===== src/rtl/pooling_2d_cdc_tx.sv =====
// pooling_2d_cdc_tx
// Source side of a two-phase (toggle) request/acknowledge crossing.
// A word accepted on the in_valid/in_ready handshake is registered onto
// cdc_data and announced by toggling cdc_req. The receiver answers by
// toggling cdc_ack to match. cdc_ack is asynchronous, so it passes through
// a short flop chain before anything looks at it. A watchdog flags a
// receiver that never answers. A separate check flags an acknowledge
// toggle that arrives with no request outstanding. The error flag is
// sticky until reset.

module pooling_2d_cdc_tx #(
  parameter int DATA_WIDTH = 32,
  parameter int CYCLES     = 2,
  parameter int TIMEOUT    = 1024
) (
  input  logic                  clk,
  input  logic                  reset,
  input  logic                  in_valid,
  output logic                  in_ready,
  input  logic [DATA_WIDTH-1:0] in_data,
  output logic                  cdc_req,
  output logic [DATA_WIDTH-1:0] cdc_data,
  input  logic                  cdc_ack,
  output logic                  done,
  output logic                  err
);

  // Synchronizer depth is clamped into the supported 2..4 range.
  localparam int SYNC_N = (CYCLES < 2) ? 2 : ((CYCLES > 4) ? 4 : CYCLES);

  // The wait counter only needs to reach TIMEOUT.
  // A TIMEOUT of zero disables the watchdog. In that case a 1-bit counter
  // is kept so that the logic stays well formed.
  localparam int               CNT_W   = (TIMEOUT > 0) ? $clog2(TIMEOUT + 1) : 1;
  localparam logic [CNT_W-1:0] CNT_MAX = CNT_W'(TIMEOUT);
  localparam bit               WDOG_EN = (TIMEOUT > 0);

  typedef enum logic {
    ST_IDLE = 1'b0,
    ST_WAIT = 1'b1
  } state_t;

  state_t                r_state;
  state_t                w_nextState;

  logic [SYNC_N-1:0]     r_ackSync;
  logic                  w_ackS;
  logic                  w_ackMismatch;

  logic                  r_req;
  logic [DATA_WIDTH-1:0] r_data;
  logic                  r_done;
  logic                  r_err;
  logic [CNT_W-1:0]      r_waitCnt;
  logic [CNT_W-1:0]      w_waitCntNext;

  logic                  w_accept;
  logic                  w_complete;
  logic                  w_spurious;
  logic                  w_timeoutHit;

  // Bring the asynchronous acknowledge toggle into the clk domain; only the last stage is used.
  always_ff @(posedge clk or posedge reset) begin
    if (reset) begin
      r_ackSync <= '0;
    end else begin
      r_ackSync <= {r_ackSync[SYNC_N-2:0], cdc_ack};
    end
  end

  assign w_ackS        = r_ackSync[SYNC_N-1];
  assign w_ackMismatch = (w_ackS != r_req);

  // The done cycle is kept out of acceptance, which leaves a one-cycle bubble after every transfer.
  assign in_ready = (r_state == ST_IDLE) && !r_done;

  // State register for the IDLE/WAIT handshake controller.
  always_ff @(posedge clk or posedge reset) begin
    if (reset) begin
      r_state <= ST_IDLE;
    end else begin
      r_state <= w_nextState;
    end
  end

  // Next-state and event decode: acceptance, completion and spurious acknowledge.
  always_comb begin
    w_nextState = r_state;
    w_accept    = 1'b0;
    w_complete  = 1'b0;
    w_spurious  = 1'b0;
    case (r_state)
      ST_IDLE: begin
        if (w_ackMismatch) begin
          w_spurious = 1'b1;
        end
        if (in_valid && !r_done) begin
          w_accept    = 1'b1;
          w_nextState = ST_WAIT;
        end
      end
      ST_WAIT: begin
        if (!w_ackMismatch) begin
          w_complete  = 1'b1;
          w_nextState = ST_IDLE;
        end
      end
      default: begin
        w_nextState = ST_IDLE;
      end
    endcase
  end

  // The wait counter restarts on acceptance. While the receiver is silent it counts up and holds at TIMEOUT.
  always_comb begin
    w_waitCntNext = r_waitCnt;
    w_timeoutHit  = 1'b0;
    if (w_accept) begin
      w_waitCntNext = '0;
    end else if ((r_state == ST_WAIT) && w_ackMismatch && (r_waitCnt != CNT_MAX)) begin
      w_waitCntNext = r_waitCnt + CNT_W'(1);
    end
    if (WDOG_EN && (r_state == ST_WAIT) && (w_waitCntNext == CNT_MAX)) begin
      w_timeoutHit = 1'b1;
    end
  end

  // Crossing-side registers hold still for the whole transfer; done pulses once and err stays set until reset.
  always_ff @(posedge clk or posedge reset) begin
    if (reset) begin
      r_req     <= 1'b0;
      r_data    <= '0;
      r_done    <= 1'b0;
      r_err     <= 1'b0;
      r_waitCnt <= '0;
    end else begin
      r_done    <= w_complete;
      r_waitCnt <= w_waitCntNext;
      if (w_accept) begin
        r_req  <= ~r_req;
        r_data <= in_data;
      end
      if (w_spurious || w_timeoutHit) begin
        r_err <= 1'b1;
      end
    end
  end

  assign cdc_req  = r_req;
  assign cdc_data = r_data;
  assign done     = r_done;
  assign err      = r_err;

endmodule


===== config.mk =====
export PLATFORM = sky130hd
export DESIGN_NAME = pooling_2d_cdc_tx
export DESIGN_NICKNAME = d
export VERILOG_FILES = /design/src/rtl/pooling_2d_cdc_tx.sv
export SDC_FILE = /design/constraint.sdc
export NUM_CORES = 1
export LEC_CHECK = 0
export ABC_AREA = 1
export CAP_MARGIN = 20
export CORE_MARGIN = 2
export CORE_UTILIZATION = 40
export CTS_CLUSTER_SIZE = 20
export DETAILED_ROUTE_END_ITERATION = 8
export PLACE_DENSITY = 0.79
export SETUP_SLACK_MARGIN = 0.2
export SLEW_MARGIN = 25
export SYNTH_ARGS = -nofsm -noshare
export SYNTH_HDL_FRONTEND = slang
export SYNTH_SLANG_ARGS = --single-unit

===== constraint.sdc =====
create_clock -name clk -period 3.1 [get_ports clk]
set_clock_uncertainty 0.05 [all_clocks]
set_input_delay 0.62 -clock clk [delete_from_list [all_inputs] [get_ports clk]]
set_output_delay 0.62 -clock clk [all_outputs]
set_load 0.005 [all_outputs]

==> metrics.md <==
| Metric | Value |
|---|---|
| DRC violation count after routing | `0` |
| Count of different cell masters after synthesis | `26` |
| HP Start | `r_ackSync[0]` |
| Boundary Pins | `72` |
| Data arrival time of the critical path | `around 1.5 ns` |
| Routed wire length on met2 | `2340 um` |
| Clock transition at path regs | `0.09 ns` |
| Routed WL | `4950 um` |
| Sequential cell area fraction in the yosys report | `0.547` |
| Worst hold path depth | `0` |
| Clk pwr share | `0.144` |
| Max FO, Critical Path | `6` |
| Mean Syn Cell Area | `8.13 um2` |
| Internal cell power | `1.65 mW` |
| Deepest clock path buffer count | `2` |
| Storage element area | `around 1200 um2` |
| Total power divided by cell area | `822 nW/um2` |
| Tot GR Track Use | `0.173` |
| Fraction of synthesized cell area in xor and xnor cells | `0.00390` |
| Req. time, crit path | `about 2.4 ns` |
| Number of nets in the finished design | `between 300 and 400` |
| DR WL met3 | `261 um` |
| Post-placement worst setup slack | `0.891 ns` |
| Hold_buf cts | `0` |
| Cts repair resizes | `0` |
| Routability Congestion | `0.892` |
| Total global routing overflow | `0` |
| Leakage dissipation | `approximately 1.6 nW` |
| Count of cells along the worst register-to-register path | `12` |
| Clock tree from TritonCTS | `done` |
| Multiplexer fraction of the synthesized cell area | `0` |
| Wire length of the first global-routing pass | `8520 um` |
| Final-report hold violation count | `0` |
| Crit. End Element | `output port` |
| Post-Synthesis Net Count | `314` |
| Classification of the worst setup path | `register to output port` |
| Setup total negative slack | `0 ns` |
| Post-Synth Simple-Gate Area | `0.352` |
| Routed metal-1 wire length | `around 2300 um` |
| Final Cycle Share | `0.697` |
| Number of fillers in the final layout | `504` |
| Initial Util | `0.410` |
| Number of standard-cell rows in the floorplan | `27` |
| Clock root buffer master | `clkbuf_8` |
| Total clock buffers created by CTS | `5` |
| Number of vias in the routed layout | `between 1500 and 2000` |
| Area used by multi-input combinational logic | `between 800 and 900 um2` |
| Number of DRC markers in iteration 0 | `131` |
| Fraction of final layout cells sized beyond drive strength 1 | `0.0940` |
| Maximum vdd ir drop | `0.000407 V` |
| H-Tree Depth | `2` |
| Part of the total power dissipated in sequential elements | `0.408` |
| Max cap viols | `0` |
| Worst flop-to-flop path endpoint | `err` |
| Unrepaired setup endpoints after global routing | `no` |
| Number of warnings printed during yosys synthesis | `0` |
| Layout-stage area growth over the synthesis result | `39.0%` |
| Core Area | `5470 um2` |
| Worst Tran Pin Value | `0.429 ns` |
| Pin count of the biggest net entering global routing | `43` |
| Post-CTS setup buffer count | `0` |
| Antenna violations before repair | `0` |
| Full die area | `6220 um2` |
| Sw Pwr | `0.912 mW` |
| Height of the die | `78.9 um` |
| Source of the worst register-to-register timing path | `r_waitCnt[0]` |
| Max Clock Freq | `0.463 GHz` |
| Result of the run | `finished clean` |
| Post-detailed-route wirelength per cell | `~12 um` |
| Final count of pins violating max slew | `0` |
| Overall power consumption | `between 2 and 3 mW` |
| Detailed-placement wirelength estimate | `roughly 3600 um` |
| Switching part of the total | `0.356` |
| Synth Area in Compound Gates | `0.0162` |
| Diode count | `0` |
| Avg Vias per Cell | `4.58` |
| Adder-cell share of the synthesized area | `0.0112` |
| Hold-critical path endpoint | `r_ackSync[1]` |
| Comb pwr share | `0.447` |
| Port Buffers | `between 70 and 80` |
| Detailed-routing iteration count for the pre-antenna-repair pass | `4` |
| Register-to-Register Setup Slack | `approximately 1.4 ns` |
| Setup Viol. Count Final | `0` |
| Fin worst setup slack | `roughly 0.94 ns` |
| Sink Count | `49` |
| Hold/Removal Path Class | `register to register` |
| Synthesized cell area | `~2200 um2` |
| Combinational family with the most area after synthesis | `simple AND/OR/NAND/NOR gates` |
| Number of cells produced by synthesis | `276` |
| Post-synthesis sequential element count | `between 40 and 50` |
| Max layer used | `met4` |
| Kind of start point of the critical path | `register` |
| Final critical delay including setup and external delays | `2.16 ns` |
| Headroom to the max-slew limit | `0.714` |
| Worst-Skew Late Latency | `0.30 ns` |
| Via count of the first global-routing pass | `between 1500 and 2000` |
| Horizontal extent of the die | `around 79 um` |
| Antenna-violating nets left | `0` |
## placed cells by master, fill, tap and decap left out, types with 5 or more instances in the layout
master           Yosys  layout
inv_1               26      25
dfrtp_1             49      49
inv_2                4       5
clkbuf_8             0       5
clkdlybuf4s50_1      0      71
nand2_1            128     128
nor2_1              10      10
nand3_1             19      19
## cell families after synthesis
family / Yosys count
DFF: 49
adders and majority gates: 2
AOI/OAI and AO/OA: 6
and+or+nand+nor: 179
buffers and inverters: 39
xor gates and xnor gates: 1
## flip-flops by register name (all words and copies together), names as in the netlist
signal and count:
done 1, err 1, r_ackSync 2, r_waitCnt 11, cdc_req 1, cdc_data 32, r_state 1
## per-stage QoR
step                hold slack, ns  cell area (um2)  cells   util
finish                       0.304             3120    423  0.570
global route                 0.320             3120    423  0.570
CTS                          0.306             3120    423  0.570
detailed placement           0.285             3030    415  0.554
global placement             0.282             3030    415  0.554
floorplan                    0.281             2240    276      -
## layout make-up
type                            count  share of cell area
Sequential cell                    49               0.393
Tap cell                           72              0.0289
Clock inverter                      2             0.00441
Multi-Input combinational cell    188               0.276
Clock buffer                        6              0.0233
Timing Repair Buffer               74               0.235
Inverter                           32              0.0393
## worst max-delay path by stage
stage | start | end | slack [ns] | cells after the start
floorplan | reset | cdc_data[0] | 1.26 | 1
global placement | in_valid | err | 0.94 | 8
detailed placement | in_valid | err | 0.89 | 8
CTS | r_state | in_ready | 0.93 | 2
global route | r_state | in_ready | 0.87 | 2
finish | r_state | in_ready | 0.94 | 2
## cells in the mapped netlist, drive strengths merged
master / n / area, um2
ha: 2 / 25.0
nand4: 4 / 25.0
clkbuf: 3 / 11.3
xor2: 1 / 8.76
clkinv: 1 / 3.75
nor2: 16 / 93.8
nand3: 23 / 135
dfrtp: 49 / 1230
buf: 4 / 22.5
nand2: 133 / 517
o21ai: 4 / 23.8
nor3: 3 / 20.0
o21bai: 1 / 7.51
inv: 31 / 119
a21oi: 1 / 5.00
## critical path, cell delays in order (launching register included)
cell and delay [ns]:
dfrtp_1 0.47, nor2_2 0.20, clkdlybuf4s50_1 0.52
## power by group through the flow
stage | Clock [mW] | Sequential (mW) | Combinational (mW)
floorplan | 0 | 1.05 | 0.552
global placement | 0 | 1.05 | 1.14
finish | 0.370 | 1.05 | 1.15
CTS | 0.382 | 1.05 | 1.17
global route | 0.404 | 1.08 | 1.29
detailed placement | 0 | 1.05 | 1.16
## layer usage
| layer | global-route usage | up-vias |
|---|---|---|
| met3 | 0.0409 | 7 |
| met2 | 0.281 | 60 |
| met1 | 0.230 | 887 |
| li1 | - | 983 |
| met4 | 0.0569 | 0 |
| met5 | 0 | - |
Note: power is estimated with default switching activity, not from simulation.
